[src/rtl/multicycle_control.sv]
// Main controller FSM for the multicycle LEGv8 datapath: sequences
// fetch/decode/execute/memory/writeback and drives datapath controls.
//
// Ports:
//   CLK, Reset_L (sync, active low)    clock and reset
//   Opcode[10:0]                        IR bits [31:21]
//   MemReady                            memory access completes this cycle
//   PCWrite, PCWriteCond, PCSource      PC update controls
//   IRWrite, MemRead, MemWrite          IR and memory controls
//   RegWrite, MemtoReg, Reg2Loc         register file controls
//   ALUSrcA, ALUSrcB[1:0], ALUop[1:0]   ALU operand and operation selects
//   Illegal, MemTimeout                 sticky halt causes
//   Retired[31:0]                       retired-instruction count, only
//                                       when MULTICYCLE_RETIRE_CNT_EN is defined
module multicycle_control #(
    parameter int unsigned TIMEOUT = 255
) (
    input  logic        CLK,
    input  logic        Reset_L,
    input  logic [10:0] Opcode,
    input  logic        MemReady,
    output logic        PCWrite,
    output logic        PCWriteCond,
    output logic        PCSource,
    output logic        IRWrite,
    output logic        MemRead,
    output logic        MemWrite,
    output logic        RegWrite,
    output logic        MemtoReg,
    output logic        Reg2Loc,
    output logic        ALUSrcA,
    output logic [1:0]  ALUSrcB,
    output logic [1:0]  ALUop,
`ifdef MULTICYCLE_RETIRE_CNT_EN
    output logic [31:0] Retired,
`endif
    output logic        Illegal,
    output logic        MemTimeout
);

    localparam int CW = (TIMEOUT > 255) ? $clog2(TIMEOUT + 1) : 8;

    typedef enum logic [3:0] {
        S_FETCH,
        S_DECODE,
        S_R_EXEC,
        S_R_WB,
        S_ADDR,
        S_LD_MEM,
        S_LD_WB,
        S_ST_MEM,
        S_CBZ_EXEC,
        S_B_EXEC,
        S_HALT
    } state_t;

    state_t        state_q, state_d;
    logic [CW-1:0] wait_q, wait_d;
    logic          illegal_q, illegal_d;
    logic          tmo_q, tmo_d;

    // Opcode classes
    logic is_ldur, is_stur, is_cbz, is_b, is_r;

    always_comb begin
        is_ldur = (Opcode == 11'b11111000010);
        is_stur = (Opcode == 11'b11111000000);
        is_cbz  = (Opcode[10:3] == 8'b10110100);
        is_b    = (Opcode[10:5] == 6'b000101);
        is_r    = (Opcode == 11'b10001011000) ||
                  (Opcode == 11'b11001011000) ||
                  (Opcode == 11'b10001010000) ||
                  (Opcode == 11'b10101010000);
    end

    logic in_wait;
    logic tmo_hit;

    always_comb begin
        in_wait = (state_q == S_FETCH) ||
                  (state_q == S_LD_MEM) ||
                  (state_q == S_ST_MEM);
        // MemReady=1 in the same cycle beats the timeout.
        tmo_hit = (TIMEOUT != 0) && in_wait && !MemReady &&
                  (wait_q == CW'(TIMEOUT - 1));
    end

    always_comb begin
        state_d   = state_q;
        illegal_d = illegal_q;
        tmo_d     = tmo_q;
        unique case (state_q)
            S_FETCH: begin
                if (MemReady) begin
                    state_d = S_DECODE;
                end else if (tmo_hit) begin
                    state_d = S_HALT;
                    tmo_d   = 1'b1;
                end
            end
            S_DECODE: begin
                unique case (1'b1)
                    is_r:              state_d = S_R_EXEC;
                    is_ldur, is_stur:  state_d = S_ADDR;
                    is_cbz:            state_d = S_CBZ_EXEC;
                    is_b:              state_d = S_B_EXEC;
                    default: begin
                        state_d   = S_HALT;
                        illegal_d = 1'b1;
                    end
                endcase
            end
            S_R_EXEC:   state_d = S_R_WB;
            S_R_WB:     state_d = S_FETCH;
            S_ADDR:     state_d = is_stur ? S_ST_MEM : S_LD_MEM;
            S_LD_MEM: begin
                if (MemReady) begin
                    state_d = S_LD_WB;
                end else if (tmo_hit) begin
                    state_d = S_HALT;
                    tmo_d   = 1'b1;
                end
            end
            S_LD_WB:    state_d = S_FETCH;
            S_ST_MEM: begin
                if (MemReady) begin
                    state_d = S_FETCH;
                end else if (tmo_hit) begin
                    state_d = S_HALT;
                    tmo_d   = 1'b1;
                end
            end
            S_CBZ_EXEC: state_d = S_FETCH;
            S_B_EXEC:   state_d = S_FETCH;
            S_HALT:     state_d = S_HALT;
            default:    state_d = S_HALT;
        endcase
    end

    // Counter only runs while parked in one wait state with MemReady low.
    always_comb begin
        wait_d = '0;
        if (in_wait && !MemReady && (state_d == state_q)) begin
            wait_d = wait_q + CW'(1);
        end
    end

`ifdef MULTICYCLE_RETIRE_CNT_EN
    logic [31:0] retired_q, retired_d;
    logic        retire;

    always_comb begin
        retire = (state_d == S_FETCH) &&
                 ((state_q == S_R_WB) || (state_q == S_LD_WB) ||
                  (state_q == S_ST_MEM) || (state_q == S_CBZ_EXEC) ||
                  (state_q == S_B_EXEC));
        retired_d = retire ? retired_q + 32'd1 : retired_q;
    end

    always_ff @(posedge CLK) begin
        if (!Reset_L) begin
            retired_q <= '0;
        end else begin
            retired_q <= retired_d;
        end
    end

    assign Retired = retired_q;
`endif

    always_ff @(posedge CLK) begin
        if (!Reset_L) begin
            state_q   <= S_FETCH;
            wait_q    <= '0;
            illegal_q <= 1'b0;
            tmo_q     <= 1'b0;
        end else begin
            state_q   <= state_d;
            wait_q    <= wait_d;
            illegal_q <= illegal_d;
            tmo_q     <= tmo_d;
        end
    end

    // Moore decode; IRWrite/PCWrite in FETCH follow MemReady directly.
    always_comb begin
        PCWrite     = 1'b0;
        PCWriteCond = 1'b0;
        PCSource    = 1'b0;
        IRWrite     = 1'b0;
        MemRead     = 1'b0;
        MemWrite    = 1'b0;
        RegWrite    = 1'b0;
        MemtoReg    = 1'b0;
        Reg2Loc     = 1'b0;
        ALUSrcA     = 1'b0;
        ALUSrcB     = 2'b00;
        ALUop       = 2'b00;
        unique case (state_q)
            S_FETCH: begin
                MemRead = 1'b1;
                ALUSrcB = 2'b01;
                IRWrite = MemReady;
                PCWrite = MemReady;
            end
            S_DECODE: begin
                ALUSrcB = 2'b11;
                Reg2Loc = is_stur || is_cbz;
            end
            S_R_EXEC: begin
                ALUSrcA = 1'b1;
                ALUop   = 2'b10;
            end
            S_R_WB: begin
                RegWrite = 1'b1;
            end
            S_ADDR: begin
                ALUSrcA = 1'b1;
                ALUSrcB = 2'b10;
                Reg2Loc = is_stur;
            end
            S_LD_MEM: begin
                MemRead = 1'b1;
            end
            S_LD_WB: begin
                RegWrite = 1'b1;
                MemtoReg = 1'b1;
            end
            S_ST_MEM: begin
                MemWrite = 1'b1;
                Reg2Loc  = 1'b1;
            end
            S_CBZ_EXEC: begin
                Reg2Loc     = 1'b1;
                ALUSrcA     = 1'b1;
                ALUop       = 2'b01;
                PCWriteCond = 1'b1;
                PCSource    = 1'b1;
            end
            S_B_EXEC: begin
                PCWrite  = 1'b1;
                PCSource = 1'b1;
            end
            S_HALT: begin
            end
            default: begin
            end
        endcase
    end

    assign Illegal    = illegal_q;
    assign MemTimeout = tmo_q;

endmodule

[config.mk]
export PLATFORM = sky130hd
export DESIGN_NAME = multicycle_control
export DESIGN_NICKNAME = d
export VERILOG_FILES = /design/src/rtl/multicycle_control.sv
export SDC_FILE = /design/constraint.sdc
export NUM_CORES = 1
export LEC_CHECK = 0
export ABC_AREA = 1
export BUFFER_PORTS_ARGS = -buffer_cell sky130_fd_sc_hd__buf_2
export CAP_MARGIN = 20
export CELL_PAD_IN_SITES_DETAIL_PLACEMENT = 0
export CELL_PAD_IN_SITES_GLOBAL_PLACEMENT = 1
export CORE_MARGIN = 2
export CORE_UTILIZATION = 30
export DETAILED_ROUTE_END_ITERATION = 7
export PLACE_DENSITY_LB_ADDON = 0.1
export SYNTH_ARGS = -nofsm -noshare
export SYNTH_HDL_FRONTEND = slang
export SYNTH_SLANG_ARGS = --single-unit
[constraint.sdc]
create_clock -name CLK -period 1.3 [get_ports CLK]
set_input_delay 0.325 -clock CLK [delete_from_list [all_inputs] [get_ports CLK]]
set_output_delay 0.325 -clock CLK [all_outputs]
set_load 0.05 [all_outputs]
==> results by group, run 1 <==
Routing
  – DR vias/cell: 4.435
  – Remaining DRCs: 0
  – Detailed Route WL: 3346 um
  – Antenna Nets Post-Route: 0
  – DR vias: 1326
  – DR pass1 iterations: 4
  – Drt wl/cell: 11.19 um
  – DR iter-0 viols: 38

Critical path
  – Delay-heaviest family, CP: buffers and inverters
  – CP max-delay cell: dfxtp_4
  – Reg2reg start: state_q[2]
  – Worst Setup End Kind: output pin
  – Crit Reg-Reg Endpoint: wait_q[1]
  – Most used cell, CP: buf_6
  – Worst Path Buf+Inv: 4
  – Critical path type: register to output pin
  – R2R cell count: 11
  – Worst Path Arrival: 1380 ps
  – Crit path largest cell delay: 370 ps
  – Req. time, crit path: 980 ps
  – R2R setup slack: -240 ps
  – Cells along the critical path: buf_12, nor2_4, buf_6, inv_2, o22ai_4, buf_6
  – Crit start category: register
  – Worst-path fanout max: 5

Logic synthesis
  – Top post-synthesis cells by area: dfxtp_1 27%, nor2_1 14%, nand2_1 13%, inv_1 9.5%, nand3_1 7.3%
  – #FFs+latches synth: 14
  – Post-synthesis xor/xnor area fraction: 0.05109
  – Post-Synth Adder-Cell Area: 0.02433
  – Post-synth top area cell: dfxtp_1
  – Syn nets: 187
  – Sequential-to-total area share from yosys stat: 0.2725
  – Mapped Area: 1028 um^2
  – Post-synthesis mux area share: 0
  – Mapped Cells: 171
  – Largest family of logic cells by synthesized area: simple AND/OR/NAND/NOR gates
  – Avg Cell Area, Syn: 6.015 um^2
  – Simple-Gate Fraction of Synth Area: 0.4513
  – Compound-Gate Fraction of Synth Area: 0.07299
  – Synth warn: 0
  – Top cell type's share of synthesized area: 0.2725
  – Netlist cell types: 23

Clock tree
  – Clock root buffer: clkbuf_4
  – TritonCTS Buffers: 3
  – Clk sinks: 14
  – Worst skew pair latency: 270 ps
  – CTS Buffer Depth: 2
  – Htree depth: 1
  – CTS tree: built
  – Clock slew at reported path FFs: 80 ps

Timing
  – Final Hold Viols: 0
  – Worst slew pin tran: 357.7 ps
  – RSZ-0062 raised after global routing: yes
  – Crit share post-route: 1.310
  – Layout Skew: 0.6396 ps
  – Fmax: 587.1 MHz
  – Slew Limit Headroom: 0.7613
  – Final min period: 1703 ps
  – Setup TNS: -6876 ps
  – Fin worst setup slack: -403.3 ps
  – Final Max Slew Viols: 0
  – Final setup fails: 27

Min path
  – Hold EP: state_q[1]
  – Hold Path Depth: 3
  – Worst Hold Class: input pin to register
  – Hold Crit Start: Reset_L

Final layout
  – Share of cells above drive strength 1: 0.5929
  – Most frequent cells in the layout: 37 x buf_4, 24 x nand2_1, 21 x inv_1, 21 x nor2_1, 20 x buf_6
  – Final cell count without fillers: 299
  – # diodes: 0
  – Fin nets: 271
  – Area growth, synth to finish: 108.0%
  – Most common cell after layout, fill and taps aside: buf_4

Power
  – Maximum VDD drop: 0.7995 mV
  – PD cells: 2171 nW/um^2
  – Leakage: 0.001012 uW
  – Total power: 4646 uW

Placed design
  – GPL Wtd Cong: 0.7531
  – Port bufs: 29
  – Pre-CTS WS: -378.3 ps
  – DP HPWL: 2309 um
  – Dpl cells: 282

Global routing
  – Largest net degree at the start of global routing: 9
  – First-pass GRT wire length: 5209 um
  – Gr ovfl total: 0
  – Vias in the first global route: 1251
  – Overall routing resource usage: 0.1604
  – Initial antenna violation count: 0

Die
  – Site Rows: 21
  – Core ar.: 3311 um^2
  – Initial Util: 0.3107
  – Die height: 62.55 um
  – Die width: 62.55 um
  – Ports: 30
  – Die area: 3913 um^2

Outcome
  – Status: finished with violations
  – Failing checks: setup timing

Run
  – Max_cap viols: 0
area by class of cell:
type	count	area (um^2)
inverters	29	118.9
clock buffers	3	22.52
well taps	46	57.56
fillers	294	1171
flip-flops and latches	14	295.3
repair buffers	82	733.2
multi-input cells	125	912.1
per-stage QoR:
stage | hold slack (ps) | util | area [um^2]
after floorplan | 422.6 | - | 1177
after global placement | 431.4 | 0.4989 | 1652
after detailed placement | 437.1 | 0.4989 | 1652
after CTS | 258.0 | 0.5941 | 1967
after global routing | 271.6 | 0.6463 | 2140
final | 262.9 | 0.6463 | 2140
cells in the mapped netlist:
cell / n
dfxtp_1: 14
inv_2: 3
nor3_1: 4
nand2_1: 36
o22ai_1: 1
o21ai_0: 3
nand2_2: 5
ha_1: 2
nand4_1: 1
nor2_1: 37
xnor2_1: 2
a31o_2: 1
o21a_1: 1
nor4_1: 1
xor2_1: 4
nor2_4: 3
inv_1: 26
nand3_1: 15
a21oi_1: 6
o211ai_1: 1
nor2_2: 1
buf_4: 3
nand2_4: 1
cells by family (layout without fill, tap and decap cells):
logic type / Yosys count / count (layout)
AOI/OAI and AO/OA: 13 / 13
xor gates and xnor gates: 6 / 6
DFF: 14 / 14
and+or+nand+nor: 104 / 104
adders and majority gates: 2 / 2
buffers and inverters: 32 / 114
worst register-to-register path: cells and delay by family (launching register included):
kind                   cells  cell delay, ps
buffers and inverters      1             150
flip-flops                 1             400
AND/OR/NAND/NOR           10             900
report_power, final:
| group | leakage (uW) | switching, uW | total (uW) | internal, uW |
|---|---|---|---|---|
| clock | 0.0000138 | 123 | 231 | 107 |
| combinational | 0.000881 | 2060 | 3780 | 1710 |
| sequential | 0.000116 | 114 | 638 | 525 |
state kept, by name (all words and copies together), names as in the netlist:
| name | cells |
|---|---|
| wait_q | 8 |
| state_q | 4 |
| Illegal | 1 |
| MemTimeout | 1 |
how the worst max path moves through the flow:
stage	cells after the start	to	start	slack, ps
after floorplan	5	Reg2Loc	state_q[2]	-340
after global placement	7	Reg2Loc	Opcode[6]	-330
after detailed placement	7	Reg2Loc	Opcode[5]	-380
after CTS	7	Reg2Loc	state_q[1]	-390
after global routing	6	PCWrite	state_q[1]	-470
final	6	PCWrite	state_q[1]	-400
layer usage:
layer	wire length, um	part of all wire	global-route usage	up-vias
met1	1356	0.41	0.1878	600
met4	55	0.016	0.03333	0
met2	1820	0.54	0.3011	24
met5	0	0	0	-
li1	-	-	-	698
met3	115	0.034	0.03063	4
timing repair:
item | in CTS | in global routing
resized for setup | 73 | 32
pin swaps | 15 | 16
hold buffers | 0 | 0
endpoints found under the setup margin | 25 | 28
setup buffers | 8 | 7
Note: power is estimated with default switching activity, not from simulation.
==> run 2: changes to the inputs <==
--- a/config.mk
+++ b/config.mk
@@ -14,6 +14,7 @@
 export CORE_UTILIZATION = 30
 export DETAILED_ROUTE_END_ITERATION = 7
 export PLACE_DENSITY_LB_ADDON = 0.1
+export RECOVER_POWER = 25
 export SYNTH_ARGS = -nofsm -noshare
 export SYNTH_HDL_FRONTEND = slang
 export SYNTH_SLANG_ARGS = --single-unit
==> results by group, run 2 (synthesis gave the netlist of run 1 again) <==
Outcome
  – Status: finished with violations
  – Failing checks: setup timing

Min path
  – Worst Hold Class: input pin to register
  – Hold Crit Start: Reset_L
  – Hold Path Depth: 3 (unchanged)
  – Hold EP: state_q[1]

Final layout
  – Most frequent cells in the layout: 37 x buf_4, 24 x nand2_1, 21 x inv_1, 21 x nor2_1, 20 x buf_6
  – Max reg flops: 8 (unchanged)
  – Final cell count without fillers: 299 (unchanged)
  – Largest reg by FF count: wait_q
  – Share of cells above drive strength 1: 0.5929 (unchanged)
  – Biggest regs: wait_q: 8 flops, state_q: 4 flops
  – # diodes: 0 (unchanged)
  – Area growth, synth to finish: 108.0% (unchanged)
  – Fin nets: 271 (unchanged)
  – Most common cell after layout, fill and taps aside: buf_4

Critical path
  – Req. time, crit path: 980 ps (about the same)
  – R2R setup slack: -240 ps (about the same)
  – Setup crit start: state_q[1]
  – Crit start category: register
  – Crit Reg-Reg Endpoint: wait_q[1]
  – Worst Setup End Kind: output pin
  – R2R cell count: 11 (unchanged)
  – Critical path type: register to output pin
  – Worst-path fanout max: 5 (unchanged)
  – Reg2reg start: state_q[2]
  – Worst Path Arrival: 1380 ps (about the same)

Routing
  – DR vias: 1327 (+0.075%)
  – DR iter-0 viols: 38 (unchanged)
  – Detailed Route WL: 3344 um (about the same)
  – Highest routed layer: met4
  – Remaining DRCs: 0 (unchanged)
  – Antenna Nets Post-Route: 0 (unchanged)
  – Routed wl met3: 115 um (unchanged)
  – DR pass1 iterations: 4 (unchanged)
  – DR vias/cell: 4.438 (about the same)
  – Met2 routed WL: 1818 um (-0.11%)
  – Drt wl/cell: 11.18 um (about the same)
  – DRT met1 WL: 1356 um (unchanged)

Clock tree
  – CTS Buffer Depth: 2 (unchanged)
  – CTS tree: built
  – Clock slew at reported path FFs: 80 ps (about the same)
  – Clock root buffer: clkbuf_4
  – Clk sinks: 14 (unchanged)
  – Htree depth: 1 (unchanged)
  – Worst skew pair latency: 270 ps (about the same)
  – TritonCTS Buffers: 3 (unchanged)

Timing
  – Final setup fails: 27 (unchanged)
  – Final Hold Viols: 0 (unchanged)
  – Final min period: 1703 ps (unchanged)
  – Slew Limit Headroom: 0.7613 (unchanged)
  – Fin worst setup slack: -403.3 ps (unchanged)
  – Layout Skew: 0.6396 ps (unchanged)
  – RSZ-0062 raised after global routing: yes
  – Worst slew pin tran: 357.7 ps (-0.0005960 ps)
  – Fmax: 587.1 MHz (unchanged)
  – Final Max Slew Viols: 0 (unchanged)
  – Crit share post-route: 1.310 (unchanged)

Die
  – Ports: 30 (unchanged)
  – Initial Util: 0.3107 (unchanged)
  – Core ar.: 3311 um^2 (unchanged)
  – Die width: 62.55 um (unchanged)
  – Die area: 3913 um^2 (unchanged)
  – Die height: 62.55 um (unchanged)
  – Site Rows: 21 (unchanged)

Power
  – PD cells: 2171 nW/um^2 (unchanged)
  – Total power: 4646 uW (unchanged)
  – Maximum VDD drop: 0.7995 mV (unchanged)
  – Leakage: 0.001011 uW (about the same)

Placed design
  – DP HPWL: 2309 um (unchanged)
  – Port bufs: 29 (unchanged)
  – GPL Wtd Cong: 0.7531 (unchanged)
  – Dpl cells: 282 (unchanged)

Global routing
  – Initial antenna violation count: 0 (unchanged)
  – Gr ovfl total: 0 (unchanged)
  – Overall routing resource usage: 0.1604 (unchanged)
  – Vias in the first global route: 1251 (unchanged)
  – First-pass GRT wire length: 5209 um (unchanged)
  – Largest net degree at the start of global routing: 9 (unchanged)

Run
  – Max_cap viols: 0 (unchanged)
[run 2: metrics by stage]
stage / area, um^2 / setup slack [ps] / TNS, ps / util / hold slack, ps
floorplan: 1177 / -341.7 / -1245 / - / 422.6
global placement: 1652 / -331.3 / -2796 / 0.4989 / 431.4
detailed placement: 1652 / -378.3 / -3141 / 0.4989 / 437.1
CTS: 1967 / -386.6 / -5171 / 0.5941 / 258.0
global route: 2140 / -470.4 / -9007 / 0.6463 / 271.6
finish: 2140 / -403.3 / -6876 / 0.6463 / 262.9
[run 2: power by group]
part           total [uW]  switching (uW)  internal, uW  leakage, uW
Clock                 231             123           107    0.0000138
Combinational        3780            2060          1710     0.000880
Sequential            638             114           525     0.000116
Total                4650            2300          2340      0.00101
[run 2: layout make-up]
cell class	instances	area, um^2
clock buffer	3	22.52
fill	294	1171
inverter	29	118.9
multi-input combinational	125	912.1
sequential	14	295.3
tap	46	57.56
timing repair buffer	82	733.2
[run 2: critical path, cell delays in order (launching register included)]
cell and delay (ps):
dfxtp_4 370, buf_12 140, nor2_4 140, buf_6 130, inv_2 50, o22ai_4 100, buf_6 180
[run 2: routing by layer]
metal,global-route usage,vias up
li1,-,699
met1,0.1878,600
met2,0.3011,24
met3,0.03063,4
met4,0.03333,0
met5,0,-
[run 2: worst max path at each step]
| stage | endpoint | slack (ps) | cells past startpoint |
|---|---|---|---|
| final | PCWrite | -400 | 6 |
| after global routing | PCWrite | -470 | 6 |
| after CTS | Reg2Loc | -390 | 7 |
| after detailed placement | Reg2Loc | -380 | 7 |
| after global placement | Reg2Loc | -330 | 7 |
| after floorplan | Reg2Loc | -340 | 5 |
[run 2: timing repair]
item | in CTS | in global routing
endpoints found under the hold margin | 0 | 0
setup buffers | 8 | 7
pin swaps | 15 | 16
setup endpoints to repair | 25 | 28
resized for setup | 73 | 32
hold buffers | 0 | 0
